===== src/rtl/rf_wb_ctrl_pkg.sv =====
// Shared CPU-level definitions used by the register-file write-back path.
// Holds the register-file input mux encoding, the write-back controller
// state encoding and the default memory-ack wait limit.
package cpu_common;

  // Register-file input mux legs
  typedef enum logic [1:0] {
    RF_SRC_IMM = 2'd0,
    RF_SRC_R0  = 2'd1,
    RF_SRC_ALU = 2'd2,
    RF_SRC_MEM = 2'd3
  } rf_mux_src_t;

  // Write-back controller states
  typedef enum logic [1:0] {
    WB_IDLE      = 2'd0,
    WB_MEM_REQ   = 2'd1,
    WB_MEM_WRITE = 2'd2,
    WB_ERROR     = 2'd3
  } wb_state_t;

  localparam int unsigned WB_TIMEOUT_CYCLES_DEFAULT = 32'd16;
  localparam int unsigned RF_ADDR_W                 = 32'd3;
  localparam int unsigned RF_DATA_W                 = 32'd8;

  // Copying R0 onto itself changes nothing, so such a write is dropped.
  function automatic logic is_self_copy(input rf_mux_src_t src, input logic [2:0] addr);
    return (src == RF_SRC_R0) && (addr == 3'd0);
  endfunction

endpackage


===== src/rtl/rf_wb_ctrl_if.sv =====
// Write-back controller bus: decoder request handshake, memory read port
// and register-file write port. master = decoder/memory side, slave =
// controller side.
interface rf_wb_ctrl_if;
  import cpu_common::*;

  logic        wb_valid;
  rf_mux_src_t wb_src;
  logic [2:0]  wb_addr;
  logic        wb_ready;
  logic        mem_rd_req;
  logic        mem_rd_ack;
  logic [7:0]  mem_rd_data;
  logic [7:0]  mem_data_hold;
  rf_mux_src_t rf_mux_src;
  logic        rf_we;
  logic [2:0]  rf_waddr;
  logic        wb_error;

  modport master (
    output wb_valid, wb_src, wb_addr, mem_rd_ack, mem_rd_data,
    input  wb_ready, mem_rd_req, mem_data_hold, rf_mux_src, rf_we, rf_waddr, wb_error
  );

  modport slave (
    input  wb_valid, wb_src, wb_addr, mem_rd_ack, mem_rd_data,
    output wb_ready, mem_rd_req, mem_data_hold, rf_mux_src, rf_we, rf_waddr, wb_error
  );

endinterface


===== src/rtl/rf_wb_ctrl.sv =====
// Register-file write-back controller.
// Non-memory write-backs retire one cycle after acceptance at one per cycle;
// memory write-backs issue a read, wait for the ack, capture the data and
// write it through the MEM mux leg in the following cycle.
// Optional feature macro: RF_WB_CTRL_MEM_TIMEOUT_EN -- bounds the ack wait to
// TIMEOUT_CYCLES and parks the controller in a sticky error state on expiry.
module rf_wb_ctrl
  import cpu_common::*;
#(
  parameter int unsigned TIMEOUT_CYCLES = WB_TIMEOUT_CYCLES_DEFAULT
) (
  input  logic        clk,
  input  logic        rst_async_n,
  rf_wb_ctrl_if.slave bus
);

  if ((TIMEOUT_CYCLES < 32'd2) || (TIMEOUT_CYCLES > 32'd255)) begin : g_timeout_range
    $error("rf_wb_ctrl: TIMEOUT_CYCLES must be within 2..255");
  end

  wb_state_t   state_r;
  wb_state_t   state_nxt_s;
  logic        ready_r;
  logic        mem_rd_req_r;
  logic        rf_we_r;
  rf_mux_src_t rf_mux_src_r;
  logic [2:0]  rf_waddr_r;
  logic [2:0]  mem_addr_r;
  logic [7:0]  mem_data_hold_r;

  logic        accept_s;
  logic        accept_mem_s;
  logic        direct_write_s;
  logic        ack_capture_s;
  logic        timeout_hit_s;

  // Request handshake and memory-ack qualification
  always_comb begin
    accept_s       = bus.wb_valid && (state_r == WB_IDLE);
    accept_mem_s   = accept_s && (bus.wb_src == RF_SRC_MEM);
    direct_write_s = accept_s && (bus.wb_src != RF_SRC_MEM)
                     && !is_self_copy(bus.wb_src, bus.wb_addr);
    ack_capture_s  = (state_r == WB_MEM_REQ) && bus.mem_rd_ack;
  end

`ifdef RF_WB_CTRL_MEM_TIMEOUT_EN
  localparam logic [7:0] TIMEOUT_LIMIT = 8'(TIMEOUT_CYCLES);

  logic [7:0] tmo_cnt_r;
  logic       wb_error_r;

  // Expiry fires on the wait cycle that would bring the count to the limit;
  // an ack in that same cycle takes precedence.
  always_comb begin
    if ((state_r == WB_MEM_REQ) && !bus.mem_rd_ack && ((tmo_cnt_r + 8'd1) == TIMEOUT_LIMIT)) begin
      timeout_hit_s = 1'b1;
    end else begin
      timeout_hit_s = 1'b0;
    end
  end

  // Count unacknowledged read-wait cycles; cleared whenever not waiting
  always_ff @(posedge clk or negedge rst_async_n) begin
    if (!rst_async_n) begin
      tmo_cnt_r <= 8'd0;
    end else if ((state_r == WB_MEM_REQ) && !bus.mem_rd_ack) begin
      tmo_cnt_r <= tmo_cnt_r + 8'd1;
    end else begin
      tmo_cnt_r <= 8'd0;
    end
  end

  // Sticky timeout flag, only reset clears it
  always_ff @(posedge clk or negedge rst_async_n) begin
    if (!rst_async_n) begin
      wb_error_r <= 1'b0;
    end else if (timeout_hit_s) begin
      wb_error_r <= 1'b1;
    end else begin
      wb_error_r <= wb_error_r;
    end
  end

  assign bus.wb_error = wb_error_r;
`else
  assign timeout_hit_s = 1'b0;
  assign bus.wb_error  = 1'b0;
`endif

  // Next-state selection
  always_comb begin
    state_nxt_s = state_r;
    case (state_r)
      WB_IDLE: begin
        if (accept_mem_s) begin
          state_nxt_s = WB_MEM_REQ;
        end else begin
          state_nxt_s = WB_IDLE;
        end
      end
      WB_MEM_REQ: begin
        if (bus.mem_rd_ack) begin
          state_nxt_s = WB_MEM_WRITE;
        end else if (timeout_hit_s) begin
          state_nxt_s = WB_ERROR;
        end else begin
          state_nxt_s = WB_MEM_REQ;
        end
      end
      WB_MEM_WRITE: begin
        state_nxt_s = WB_IDLE;
      end
      WB_ERROR: begin
`ifdef RF_WB_CTRL_MEM_TIMEOUT_EN
        state_nxt_s = WB_ERROR;
`else
        state_nxt_s = WB_IDLE;
`endif
      end
      default: begin
        state_nxt_s = WB_IDLE;
      end
    endcase
  end

  // State register plus ready/read-request flags decoded from the next state
  always_ff @(posedge clk or negedge rst_async_n) begin
    if (!rst_async_n) begin
      state_r      <= WB_IDLE;
      ready_r      <= 1'b1;
      mem_rd_req_r <= 1'b0;
    end else begin
      state_r      <= state_nxt_s;
      ready_r      <= (state_nxt_s == WB_IDLE);
      mem_rd_req_r <= (state_nxt_s == WB_MEM_REQ);
    end
  end

  // Destination of an outstanding memory write-back
  always_ff @(posedge clk or negedge rst_async_n) begin
    if (!rst_async_n) begin
      mem_addr_r <= 3'd0;
    end else if (accept_mem_s) begin
      mem_addr_r <= bus.wb_addr;
    end else begin
      mem_addr_r <= mem_addr_r;
    end
  end

  // Register-file write port; select and address hold while idle
  always_ff @(posedge clk or negedge rst_async_n) begin
    if (!rst_async_n) begin
      rf_we_r      <= 1'b0;
      rf_mux_src_r <= RF_SRC_IMM;
      rf_waddr_r   <= 3'd0;
    end else if (direct_write_s) begin
      rf_we_r      <= 1'b1;
      rf_mux_src_r <= bus.wb_src;
      rf_waddr_r   <= bus.wb_addr;
    end else if (ack_capture_s) begin
      rf_we_r      <= 1'b1;
      rf_mux_src_r <= RF_SRC_MEM;
      rf_waddr_r   <= mem_addr_r;
    end else begin
      rf_we_r      <= 1'b0;
      rf_mux_src_r <= rf_mux_src_r;
      rf_waddr_r   <= rf_waddr_r;
    end
  end

  // Memory data capture; acks outside the read wait are ignored
  always_ff @(posedge clk or negedge rst_async_n) begin
    if (!rst_async_n) begin
      mem_data_hold_r <= 8'h00;
    end else if (ack_capture_s) begin
      mem_data_hold_r <= bus.mem_rd_data;
    end else begin
      mem_data_hold_r <= mem_data_hold_r;
    end
  end

  assign bus.wb_ready      = ready_r;
  assign bus.mem_rd_req    = mem_rd_req_r;
  assign bus.rf_we         = rf_we_r;
  assign bus.rf_mux_src    = rf_mux_src_r;
  assign bus.rf_waddr      = rf_waddr_r;
  assign bus.mem_data_hold = mem_data_hold_r;

endmodule

===== src/flat_wrapper.sv =====
// flat-port wrapper written by rule: the top's interface ports become plain ports
module rf_wb_ctrl_flat import cpu_common::*;
#(
  parameter int unsigned TIMEOUT_CYCLES = WB_TIMEOUT_CYCLES_DEFAULT
)
  (clk, rst_async_n, bus_wb_valid, bus_wb_src, bus_wb_addr, bus_mem_rd_ack, bus_mem_rd_data, bus_wb_ready, bus_mem_rd_req, bus_mem_data_hold, bus_rf_mux_src, bus_rf_we, bus_rf_waddr, bus_wb_error);
  rf_wb_ctrl_if bus_i ();
  input  logic clk;
  input  logic rst_async_n;
  input wire logic [$bits(bus_i.wb_valid)-1:0] bus_wb_valid;
  input wire logic [$bits(bus_i.wb_src)-1:0] bus_wb_src;
  input wire logic [$bits(bus_i.wb_addr)-1:0] bus_wb_addr;
  input wire logic [$bits(bus_i.mem_rd_ack)-1:0] bus_mem_rd_ack;
  input wire logic [$bits(bus_i.mem_rd_data)-1:0] bus_mem_rd_data;
  output wire logic [$bits(bus_i.wb_ready)-1:0] bus_wb_ready;
  output wire logic [$bits(bus_i.mem_rd_req)-1:0] bus_mem_rd_req;
  output wire logic [$bits(bus_i.mem_data_hold)-1:0] bus_mem_data_hold;
  output wire logic [$bits(bus_i.rf_mux_src)-1:0] bus_rf_mux_src;
  output wire logic [$bits(bus_i.rf_we)-1:0] bus_rf_we;
  output wire logic [$bits(bus_i.rf_waddr)-1:0] bus_rf_waddr;
  output wire logic [$bits(bus_i.wb_error)-1:0] bus_wb_error;
  assign bus_i.wb_valid = bus_wb_valid;
  assign bus_i.wb_src = bus_wb_src;
  assign bus_i.wb_addr = bus_wb_addr;
  assign bus_i.mem_rd_ack = bus_mem_rd_ack;
  assign bus_i.mem_rd_data = bus_mem_rd_data;
  assign bus_wb_ready = bus_i.wb_ready;
  assign bus_mem_rd_req = bus_i.mem_rd_req;
  assign bus_mem_data_hold = bus_i.mem_data_hold;
  assign bus_rf_mux_src = bus_i.rf_mux_src;
  assign bus_rf_we = bus_i.rf_we;
  assign bus_rf_waddr = bus_i.rf_waddr;
  assign bus_wb_error = bus_i.wb_error;
  rf_wb_ctrl #(.TIMEOUT_CYCLES(TIMEOUT_CYCLES)) u_core (.clk(clk), .rst_async_n(rst_async_n), .bus(bus_i));
endmodule

===== config.mk =====
export PLATFORM = sky130hd
export DESIGN_NAME = rf_wb_ctrl_flat
export DESIGN_NICKNAME = d
export VERILOG_FILES = /design/src/rtl/rf_wb_ctrl_pkg.sv /design/src/rtl/rf_wb_ctrl_if.sv /design/src/rtl/rf_wb_ctrl.sv /design/src/flat_wrapper.sv
export SDC_FILE = /design/constraint.sdc
export NUM_CORES = 1
export LEC_CHECK = 0
export ABC_AREA = 0
export BUFFER_PORTS_ARGS = -buffer_cell sky130_fd_sc_hd__buf_2
export CAP_MARGIN = 25
export CORE_AREA = 2 2 47 49
export DETAILED_ROUTE_END_ITERATION = 7
export DIE_AREA = 0 0 49 51
export PLACE_DENSITY = 0.76
export SLEW_MARGIN = 20
export SYNTH_ARGS = -nofsm -noshare
export SYNTH_HDL_FRONTEND = slang
export SYNTH_SLANG_ARGS = --single-unit
export TNS_END_PERCENT = 5

===== constraint.sdc =====
create_clock -name clk -period 1.9 [get_ports clk]
set_clock_uncertainty 0.2 [all_clocks]
set_input_delay 0.19 -clock clk [delete_from_list [all_inputs] [get_ports clk]]
set_output_delay 0.19 -clock clk [all_outputs]
set_load 0.1 [all_outputs]

After elaboration in Yosys (flattened, before gate mapping)
Cells that the tools add are included. W data, S select, Z words.

Bits in registers: 21. Input bits: 17. Output and inout port bits: 17.

Equality and inequality tests: 7. Multiplexer cells: 9. Reduce and logical (&&, ||, !) cells: 12.

Operator list (number): $eq A2 B1 Y1 const B (3); $eq A2 B2 Y1 const B (3); $logic_and A1 B1 Y1 (6); $mux W2 (3); $mux W3 (2); $pmux W2 S3 (1); $logic_not A2 Y1 (2); $logic_not A3 Y1 (1); $mux W1 (3); $ne A2 B2 Y1 const B (1); $reduce_bool A2 Y1 (1); $reduce_or A2 Y1 (1); $logic_not A1 Y1 (1).

Longest topological paths before layout
Gate-level depths: netlist of run 1.

Word-level depth: 6. Mapped depth: 4.

Least setup slack after synthesis of run 1
OpenSTA, ideal clock, no wires.

Path kind: reg2reg. Start point: reg u_core.bus.rf_waddr[0] (netlist name). End point: reg u_core.rf_waddr_r[0] (netlist: u_core.bus.rf_waddr[0]). Data arrival time: 1384 ps. Setup slack: 192 ps. Required time: 1575 ps. Path buffers: 0. Cell stages (with the launch flop): 3. Period minus slack after synthesis: 1708 ps. Cell sequence: dfrtp_1 mux2_2 mux2_2.

RTL lines: to (signal assigned) (RTL line rf_wb_ctrl.sv:159) `rf_waddr_r <= bus.wb_addr;`; to (signal assigned) (RTL line rf_wb_ctrl.sv:163) `rf_waddr_r <= mem_addr_r;`; to (signal assigned) (RTL line rf_wb_ctrl.sv:167) `rf_waddr_r <= rf_waddr_r;`; to (decl) (RTL line rf_wb_ctrl.sv:27) `logic [2:0] rf_waddr_r;`.

Worst setup path after layout of run 1
Start point: reg u_core.state_r[0]. End point: reg u_core.mem_addr_r[2].

Word-level cells in the longest chain between the ends: 3.

Ends and longest elaborated chain: from (decl) (RTL line rf_wb_ctrl.sv:21) `wb_state_t state_r;`; from (signal assigned) (RTL line rf_wb_ctrl.sv:133) `state_r <= state_nxt_s;`; $logic_not A2 Y1 (RTL line rf_wb_ctrl.sv:39) `accept_s = bus.wb_valid && (state_r == WB_IDLE);`; $logic_and A1 B1 Y1 (RTL line rf_wb_ctrl.sv:39); $logic_and A1 B1 Y1 (RTL line rf_wb_ctrl.sv:40) `accept_mem_s = accept_s && (bus.wb_src == RF_SRC_MEM);`; to (signal assigned) (RTL line rf_wb_ctrl.sv:144) `mem_addr_r <= bus.wb_addr;`; to (signal assigned) (RTL line rf_wb_ctrl.sv:146) `mem_addr_r <= mem_addr_r;`; to (decl) (RTL line rf_wb_ctrl.sv:28) `logic [2:0] mem_addr_r;`.

Every way passes these cells. A chain may end at the register's enable or synchronous reset.

==> results of run 1 <==
==> cell usage after synthesis (all sizes together) <==
master  instances  share of area
nor2            1         0.0043
o211ai          1          0.024
nand2           2         0.0085
dfrtp          20           0.57
nand3           1         0.0057
nor3b           1          0.014
nand2b          2          0.014
a21oi           2          0.011
a31o            2          0.020
conb            1         0.0043
inv             4          0.017
nor2b           1         0.0071
or4b            1          0.016
a32o            1          0.011
dfstp           1          0.030
nand3b          1         0.0085
buf             3          0.020
mux2           17           0.22
==> critical path, delay by kind of cell, from the launching register on <==
| family | cells | cell delay [ns] |
|---|---|---|
| simple gates | 2 | 0.58 |
| flops | 1 | 0.45 |
| mux | 1 | 0.38 |
==> cells in the final DEF, fill, tap and decap left out, types with 2 or more instances in the layout <==
cell type      instances
dlygate4sd3_1         14
buf_4                  3
dfrtp_1               20
inv_1                  4
nand2b_1               2
buf_2                 32
mux2_1                 2
a31o_2                 2
mux2_2                15
nand2_1                2
a21oi_1                2
clkbuf_4               3
==> path summary, 6_finish.rpt <==
check	from	to	slack [ns]
setup / recovery	u_core.state_r[0]	u_core.mem_addr_r[2]	0.19
max in group asynchronous	rst_async_n	u_core.bus.wb_ready	1.01
hold reg to reg	u_core.bus.mem_data_hold[5]	u_core.bus.mem_data_hold[5]	0.31
hold / removal	bus_mem_rd_ack	u_core.bus.mem_rd_req	0.02
min in group asynchronous	rst_async_n	u_core.bus.mem_rd_req	0.15
setup reg to reg	u_core.state_r[0]	u_core.mem_addr_r[2]	0.19
==> area by class of cell <==
| cell class | instances | area [sq um] |
|---|---|---|
| Clock buffer | 4 | 26.3 |
| Fill cell | 181 | 815 |
| Inverter | 4 | 15.0 |
| Multi-Input combinational cell | 34 | 323 |
| Sequential cell | 21 | 527 |
| Tap cell | 28 | 35.0 |
| Timing Repair Buffer | 49 | 323 |
==> power groups by stage <==
stage	clock [mW]	sequential [mW]	combinational, mW
after detailed placement	0	0.624	1.01
after global routing	0.244	0.630	1.06
after global placement	0	0.617	1.01
after floorplan	0	1.32	0.155
final	0.213	0.616	1.03
after CTS	0.223	0.616	1.03
==> logic make-up (layout without fill, tap and decap cells) <==
kind of cell,count (synthesis),after routing,share of synthesized area
muxes,17,17,0.217
other,1,1,0.00425
buffers and inverters,7,57,0.0369
AOI/OAI and AO/OA,6,6,0.0667
and+or+nand+nor,10,10,0.0780
DFF,21,21,0.597
==> flip-flops by register name (all words and copies together) (netlist names) <==
name and count:
u_core.bus.wb_ready 1, u_core.bus.mem_rd_req 1, u_core.bus.rf_mux_src 2, u_core.mem_addr_r 3
u_core.bus.rf_we 1, u_core.bus.rf_waddr 3, u_core.state_r 2, u_core.bus.mem_data_hold 8
==> metal layers <==
layer	GRT usage	up-vias	routed length, microns	share of wire
li1	-	313	-	-
met2	0.267	23	911	0.52
met5	0	-	0	0
met4	0.0714	0	23	0.013
met1	0.170	314	720	0.41
met3	0.0322	3	91	0.052
==> results_dict.tcl, run 1 <==
set metrics [dict create \
    instances_no_fill 140 \
    grt_pass1_wl_microns 2760 \
    stdcell_area_sq_mm 0.00125 \
    clock-sinks 21 \
    boundaryPins 34 \
    switchingPower_mw 1.01 \
    antenna_found_initial 0 \
    path_max_fanout 5 \
    power_frac_clock 0.114 \
    rsz0062_at_grt "false" \
    power_frac_comb 0.555 \
    place_area_sq_mm 0.00108 \
    path_cells "nor3b_2 -> nor2b_1 -> mux2_2" \
    ctsResizeCount 0 \
    first_pass_iters 2 \
    seqPwrFrac 0.331 \
    drive_above_1_share 0.527 \
    grt_pass1_vias 651 \
    area_growth_pct 41.6 \
    synth_nets 79 \
    critPathArrivalTime_ns 1.71 \
    clockBufferDepth 2 \
    cts_hold_buf 14 \
    critical_path_class "reg2reg" \
    syn_avg_cell_area_sq_um 14.2 \
    finalMaxSlewViolations 0 \
    p_leak_nw 0.615 \
    internal-power_mw 0.846 \
    fmax_mhz 583 \
    fp.dieArea_sq_mm 0.00250 \
    routedWlPerCell_microns 12.5 \
    tns_ns 0 \
    overflow 0 \
    vdd_ir_drop_max_uv 907 \
    post-route-util 0.605 \
    rows 17 \
    yosys_warnings 0 \
    post_cts_buffers 0 \
    routed_via_density 4.66 \
    cts-buffers-inserted 3 \
    drtIter0Drc 1 \
    floorplan.core_area_sq_mm 0.00206 \
    syn_inst 62 \
    synth_seq_area_share 0.597 \
    holdWs_ns 0.0247 \
    yosysUniqueCellTypes 20 \
    end_kind "register" \
    grt_start_max_net_pins 22 \
    status "completed" \
    portBuffers 32 \
    synth-seq-cells 21 \
    cts.clk_slew.worst_paths_ns 0.11 \
    dp.cells 122 \
    pre_cts_ws_ns 0.110 \
    place.gp.congestion 0.807 \
    num_vias 653 \
    die_h_microns 51 \
    p_sw_frac 0.545 \
    initial_utilization 0.428 \
    hp-class "in2reg" \
    grt_use_total 0.149 \
    antenna_cells 0 \
    hold_depth 3 \
    ant_nets 0 \
    die-width_microns 49 \
    dp_hpwl_microns 1150 \
    cts_tree "done" \
    hold_viol_final 0 \
    post-route-period-util 0.902 \
    fin_crit_ns 1.71 \
    fin_nets 130 \
    insertion_delay_ns 0.30 \
    syn_area_sq_um 882 \
    drt_wl_total_microns 1750 \
    maxCapViolCount 0 \
    power_mw 1.86 \
    cts_max_level 1 \
    setup_viol 0 \
    reg2regPathDepth 3 \
    power_per_cell_area_mw_per_mm2 1490 \
    worst_setup_path_start_kind "register" \
    slowest_delay_ns 0.45 \
    drc 0 \
    slowest_stage "dfrtp_1" \
    cp.required_ns 1.90 \
    cts_root_buf "clkbuf_4" \
    fin_ws_ns 0.185 \
]
Power figures use the tool's default switching activity.
==> inputs of run 2 (changes only) <==
ABC_AREA = 1   (was 0)
==> run 2 against run 1 <==
  * Clock power about the same
  * Flip-flop and latch count unchanged
  * Global-route usage increased by 2.6 points
  * Non-clock buffer count decreased by 1
  * Critical path depth decreased by 2
  * Sequential share of layout area unchanged
  * Die area unchanged
  * First-iteration DRC count increased to 8.0 times the previous value
  * Count of clock-buffer cells in the layout unchanged
  * Hold slack improved by 0.058 ns
  * Critical endpoint is now bus_wb_ready
  * Largest power group unchanged
==> results_dict.tcl, run 2 <==
set metrics [dict create \
    fin_nets 167 \
    end_kind "primary output" \
    worst_hold_startpoint "bus_wb_valid" \
    die_h_microns 51 \
    synth_edf_count 0 \
    grt_start_max_net_pins 22 \
    dp_hpwl_microns 1290 \
    fin_crit_ns 1.63 \
    post-route-period-util 0.860 \
    boundaryPins 34 \
    cp.required_ns 1.51 \
    routed_via_density 4.45 \
    fmax_mhz 612 \
    syn_area_sq_um 890 \
    synth_nets 117 \
    status "completed" \
    critical_path_class "reg2out" \
    drt_wl_total_microns 1940 \
    hold_viol_final 0 \
    cts.clk_slew.worst_paths_ns 0.11 \
    post_cts_buffers 0 \
    rsz0062_at_grt "false" \
    clockBufferDepth 2 \
    grt_pass1_wl_microns 3280 \
    floorplan.core_area_sq_mm 0.00206 \
    critPathArrivalTime_ns 1.24 \
    die-width_microns 49 \
    ys_top_cells_by_area "dfrtp_1, nand2_1, nand3_1, inv_1, nor2_1" \
    num_vias 788 \
    cts_hold_buf 15 \
    power_per_cell_area_mw_per_mm2 1390 \
    first_pass_iters 4 \
    synthArstFlopShare 1.00 \
    portBuffers 32 \
    place.gp.congestion 0.807 \
    slowest_delay_ns 0.53 \
    initial_utilization 0.431 \
    final_common_cell "nand2_1" \
    setup_viol 0 \
    p_leak_nw 0.690 \
    vdd_ir_drop_max_uv 931 \
    syn_avg_cell_area_sq_um 8.90 \
    antenna_found_initial 0 \
    drc 0 \
    hp-class "in2reg" \
    drive_above_1_share 0.289 \
    rows 17 \
    crit_start "u_core.bus.wb_ready" \
    synth_seq_area_share 0.592 \
    power_mw 1.73 \
    synthAdderAreaFrac 0 \
    synth-simple-area-share 0.311 \
    tns_ns 0 \
    ys.flop_type "dfrtp_1" \
    cts_max_level 1 \
    syn_inst 100 \
    crit_family "flip-flops" \
    fin_ws_ns 0.266 \
    ant_nets 0 \
    clock-sinks 21 \
    synth_xor_area_frac 0 \
    fp.dieArea_sq_mm 0.00250 \
    grt_pass1_vias 784 \
    synth.area.mux_share 0 \
    overflow 0 \
    slowest_stage "dfstp_2" \
    path_cells "buf_2" \
    yosys.area.top_type "dfrtp_1" \
    routedWlPerCell_microns 10.9 \
    path_max_fanout 1 \
    largest_reg_flops 8 \
    cts_root_buf "clkbuf_4" \
    yosys_warnings 0 \
    layout_common_cells "nand2_1, buf_2, dfrtp_1" \
    synth.cells.most_frequent "nand2_1, dfrtp_1, inv_1" \
    pre_cts_ws_ns 0.466 \
    cts-buffers-inserted 3 \
    worst_setup_path_start_kind "register" \
    synth-seq-cells 21 \
    yosysMostFrequentCell "nand2_1" \
    worstReg2RegStart "u_core.state_r[1]" \
    cts_tree "done" \
    area_growth_pct 40.4 \
    finalMaxSlewViolations 0 \
    ctsResizeCount 0 \
    yosysUniqueCellTypes 16 \
    synth-compound-area-share 0.0281 \
    drtIter0Drc 8 \
    antenna_cells 0 \
    synth_top_cell_area_share 0.563 \
    grt_use_total 0.176 \
    post-route-util 0.605 \
    synth_top_family_by_area "simple AND/OR/NAND/NOR gates" \
    insertion_delay_ns 0.30 \
    crit_buf_inv 1 \
    maxCapViolCount 0 \
]
[run 2: changes by cell type after synthesis, sizes merged, moves of 2 or more]
cell	before	now
inv	4	10
nand2	2	40
nand3	1	9
nand2b	2	0
o21ai	0	4
nor2	1	11
mux2	17	0
a31o	2	0
[run 2: worst paths after layout]
path	cells after the start	slack, ns	to
hold / removal	5	0.08	u_core.bus.rf_waddr[2]
min in group asynchronous	2	0.15	u_core.mem_addr_r[1]
hold reg to reg	2	0.29	u_core.bus.mem_data_hold[1]
setup reg to reg	6	0.45	u_core.bus.mem_data_hold[7]
max in group asynchronous	2	1.01	u_core.bus.wb_ready
setup / recovery	1	0.27	bus_wb_ready
[run 2: report_power, final]
| group | internal, mW | switching (mW) |
|---|---|---|
| sequential | 0.549 | 0.0523 |
| combinational | 0.145 | 0.775 |
| clock | 0.0819 | 0.131 |
[run 2: cells by family (layout without fill, tap and decap cells)]
| group | count (synthesis) | in the layout |
|---|---|---|
| AO/OA/AOI/OAI | 5 | 5 |
| other | 1 | 1 |
| AND/OR/NAND/NOR | 60 | 60 |
| buffers and inverters | 13 | 62 |
| flip-flops | 21 | 21 |
[run 2: layout make-up]
class | instances | area [sq um]
Tap cell | 28 | 35.0
Multi-Input combinational cell | 66 | 305
Fill cell | 195 | 815
Inverter | 10 | 37.5
Sequential cell | 21 | 527
Clock buffer | 4 | 26.3
Timing Repair Buffer | 48 | 318
[run 2: per-stage QoR]
step | hold slack [ns] | instances | instance area [sq um]
floorplan | -0.306 | 100 | 890
global placement | -0.0401 | 158 | 1070
detailed placement | -0.0271 | 158 | 1070
CTS | 0.0766 | 177 | 1250
global route | 0.0789 | 177 | 1250
finish | 0.0831 | 177 | 1250
[run 2: metal layers]
layer	global-route usage	routed length (microns)	vias to the layer above
met1	0.193	787	359
met4	0.0714	15	0
met2	0.336	1030	28
met3	0.0292	100	2
met5	0	0	-
li1	-	-	399
==> inputs of run 3 (changes only) <==
--- a/config.mk
+++ b/config.mk
@@ -13,2 +13,3 @@
 export DIE_AREA = 0 0 49 51
+export GPL_ROUTABILITY_DRIVEN = 0
 export PLACE_DENSITY = 0.76
==> constraint.sdc (replaced) <==
create_clock -name clk -period 1.9 [get_ports clk]
set_clock_uncertainty 0.2 [all_clocks]
set_input_delay 0.095 -clock clk [delete_from_list [all_inputs] [get_ports clk]]
set_output_delay 0.095 -clock clk [all_outputs]
set_load 0.1 [all_outputs]
==> run 3 against run 2 <==
  * Non-clock buffer count up 1
  * Largest cell class unchanged
  * Count of clock-buffer cells in the layout unchanged
  * Sequential power about the same
  * Critical path depth up 5
  * Highest routed layer unchanged
  * Cell area up 0.80%
  * Critical endpoint is now u_core.bus.rf_waddr[2]
  * Total power up 0.25%
  * Fmax down 8.3%
  * Hold slack worse by 0.069 ns
  * Cell count up 0.56%
  * Core utilization up 0.49 points
==> results_dict.tcl, run 3 (synthesis results as in run 2) <==
set metrics [dict create \
    status "completed" \
    worst_setup_path_start_kind "register" \
    switchingPower_mw 0.961 \
    portBuffers 32 \
    clockBufferDepth 2 \
    grt_start_max_net_pins 22 \
    routed_via_density 4.47 \
    antenna_found_initial 0 \
    ant_nets 0 \
    first_pass_iters 2 \
    layout_common_cells "nand2_1, buf_2, dfrtp_1" \
    cts_max_level 1 \
    p_leak_nw 0.692 \
    drtIter0Drc 7 \
    grt_use_total 0.177 \
    power_per_cell_area_mw_per_mm2 1380 \
    gr-usage-met3 0.0292 \
    power_frac_comb 0.531 \
    die-width_microns 49 \
    internal-power_mw 0.777 \
    initial_utilization 0.431 \
    tns_ns 0 \
    rows 17 \
    cts.clk_slew.worst_paths_ns 0.11 \
    holdWs_ns 0.0139 \
    insertion_delay_ns 0.31 \
    grt_pass1_wl_microns 3310 \
    overflow 0 \
    final_common_cell "nand2_1" \
    critPathArrivalTime_ns 1.83 \
    drt_wl_total_microns 1990 \
    p_sw_frac 0.553 \
    maxCapViolCount 0 \
    critical_path_class "reg2reg" \
    pre_cts_ws_ns 0.466 \
    hold_viol_final 0 \
    die_h_microns 51 \
    fin_ws_ns 0.118 \
    rsz0062_at_grt "false" \
    end_kind "register" \
    post-route-period-util 0.938 \
    cts_tree "done" \
    cp.required_ns 1.95 \
    routedWlPerCell_microns 11.2 \
    grt_pass1_vias 793 \
    seqPwrFrac 0.346 \
    fin_nets 168 \
    setup_viol 0 \
    fp.dieArea_sq_mm 0.00250 \
    floorplan.core_area_sq_mm 0.00206 \
    fin_crit_ns 1.78 \
    num_vias 796 \
    top_usage_layer "met2" \
    finalMaxSlewViolations 0 \
    dp_hpwl_microns 1290 \
    boundaryPins 34 \
    cts-buffers-inserted 3 \
    drive_above_1_share 0.287 \
    cts_root_buf "clkbuf_4" \
    grt_use_met1 0.191 \
    drc 0 \
    antenna_cells 0 \
    area_growth_pct 41.5 \
    power_frac_clock 0.123 \
    gr-usage-met2 0.345 \
    path_max_fanout 4 \
    hp-class "in2reg" \
    fmax_mhz 561 \
    vdd_ir_drop_max_uv 932 \
    largest_reg_flops 8 \
    clock-sinks 21 \
]
[run 3: cell count changes in the layout (fill, tap and decap cells not counted), sizes merged]
cell and change:
dlygate4sd3 +1
[run 3: cell type report]
type,instances,area [sq um]
Clock buffer,4,26.3
Fill cell,194,805
Inverter,10,37.5
Multi-Input combinational cell,66,305
Sequential cell,21,527
Tap cell,28,35.0
Timing Repair Buffer,49,328
[run 3: worst max-delay path, stage by stage, from the launching register on]
cell and delay (ns):
dfrtp_1 0.44, nor2_2 0.15, nand2_2 0.07, nor2_4 0.15, nand2_1 0.06, dlygate4sd3_1 0.56
nand3_1 0.09
[run 3: power groups by stage]
stage | Combinational (mW) | Clock, mW | Sequential, mW
after floorplan | 0.131 | 0 | 1.23
after global placement | 0.891 | 0 | 0.605
after detailed placement | 0.901 | 0 | 0.606
after CTS | 0.926 | 0.221 | 0.602
after global routing | 0.965 | 0.236 | 0.615
final | 0.924 | 0.214 | 0.601
[run 3: stage by stage]
stage          utilization  area, sq um  cells  power [mW]
2_1_floorplan            -          890    100        1.36
3_3_place_gp         0.520         1070    158        1.50
3_5_place_dp         0.520         1070    158        1.51
4_1_cts              0.610         1260    178        1.75
5_1_grt              0.610         1260    178        1.82
6_report             0.610         1260    178        1.74
[run 3: layer usage]
layer | part of all wire | wire length [microns]
met4 | 0.016 | 32
met3 | 0.051 | 101
met1 | 0.41 | 812
met2 | 0.52 | 1040
met5 | 0 | 0
[run 3: timing repair]
item,4_1_cts,5_1_grt
hold buffers,16,0
endpoints found under the setup margin,0,0
resized for setup,0,0
hold endpoints to repair,40,0
buffers inserted,0,0
[run 3: worst paths after layout]
path                                             start                           to  slack, ns  cells after the start
setup / recovery                     u_core.state_r[0]       u_core.bus.rf_waddr[2]       0.12                      6
hold / removal                            bus_wb_valid             u_core.bus.rf_we       0.01                      5
setup reg to reg                     u_core.state_r[0]       u_core.bus.rf_waddr[2]       0.12                      6
hold reg to reg            u_core.bus.mem_data_hold[1]  u_core.bus.mem_data_hold[1]       0.29                      2
max in group asynchronous                  rst_async_n          u_core.bus.wb_ready       1.11                      2
min in group asynchronous                  rst_async_n         u_core.mem_addr_r[1]       0.05                      2
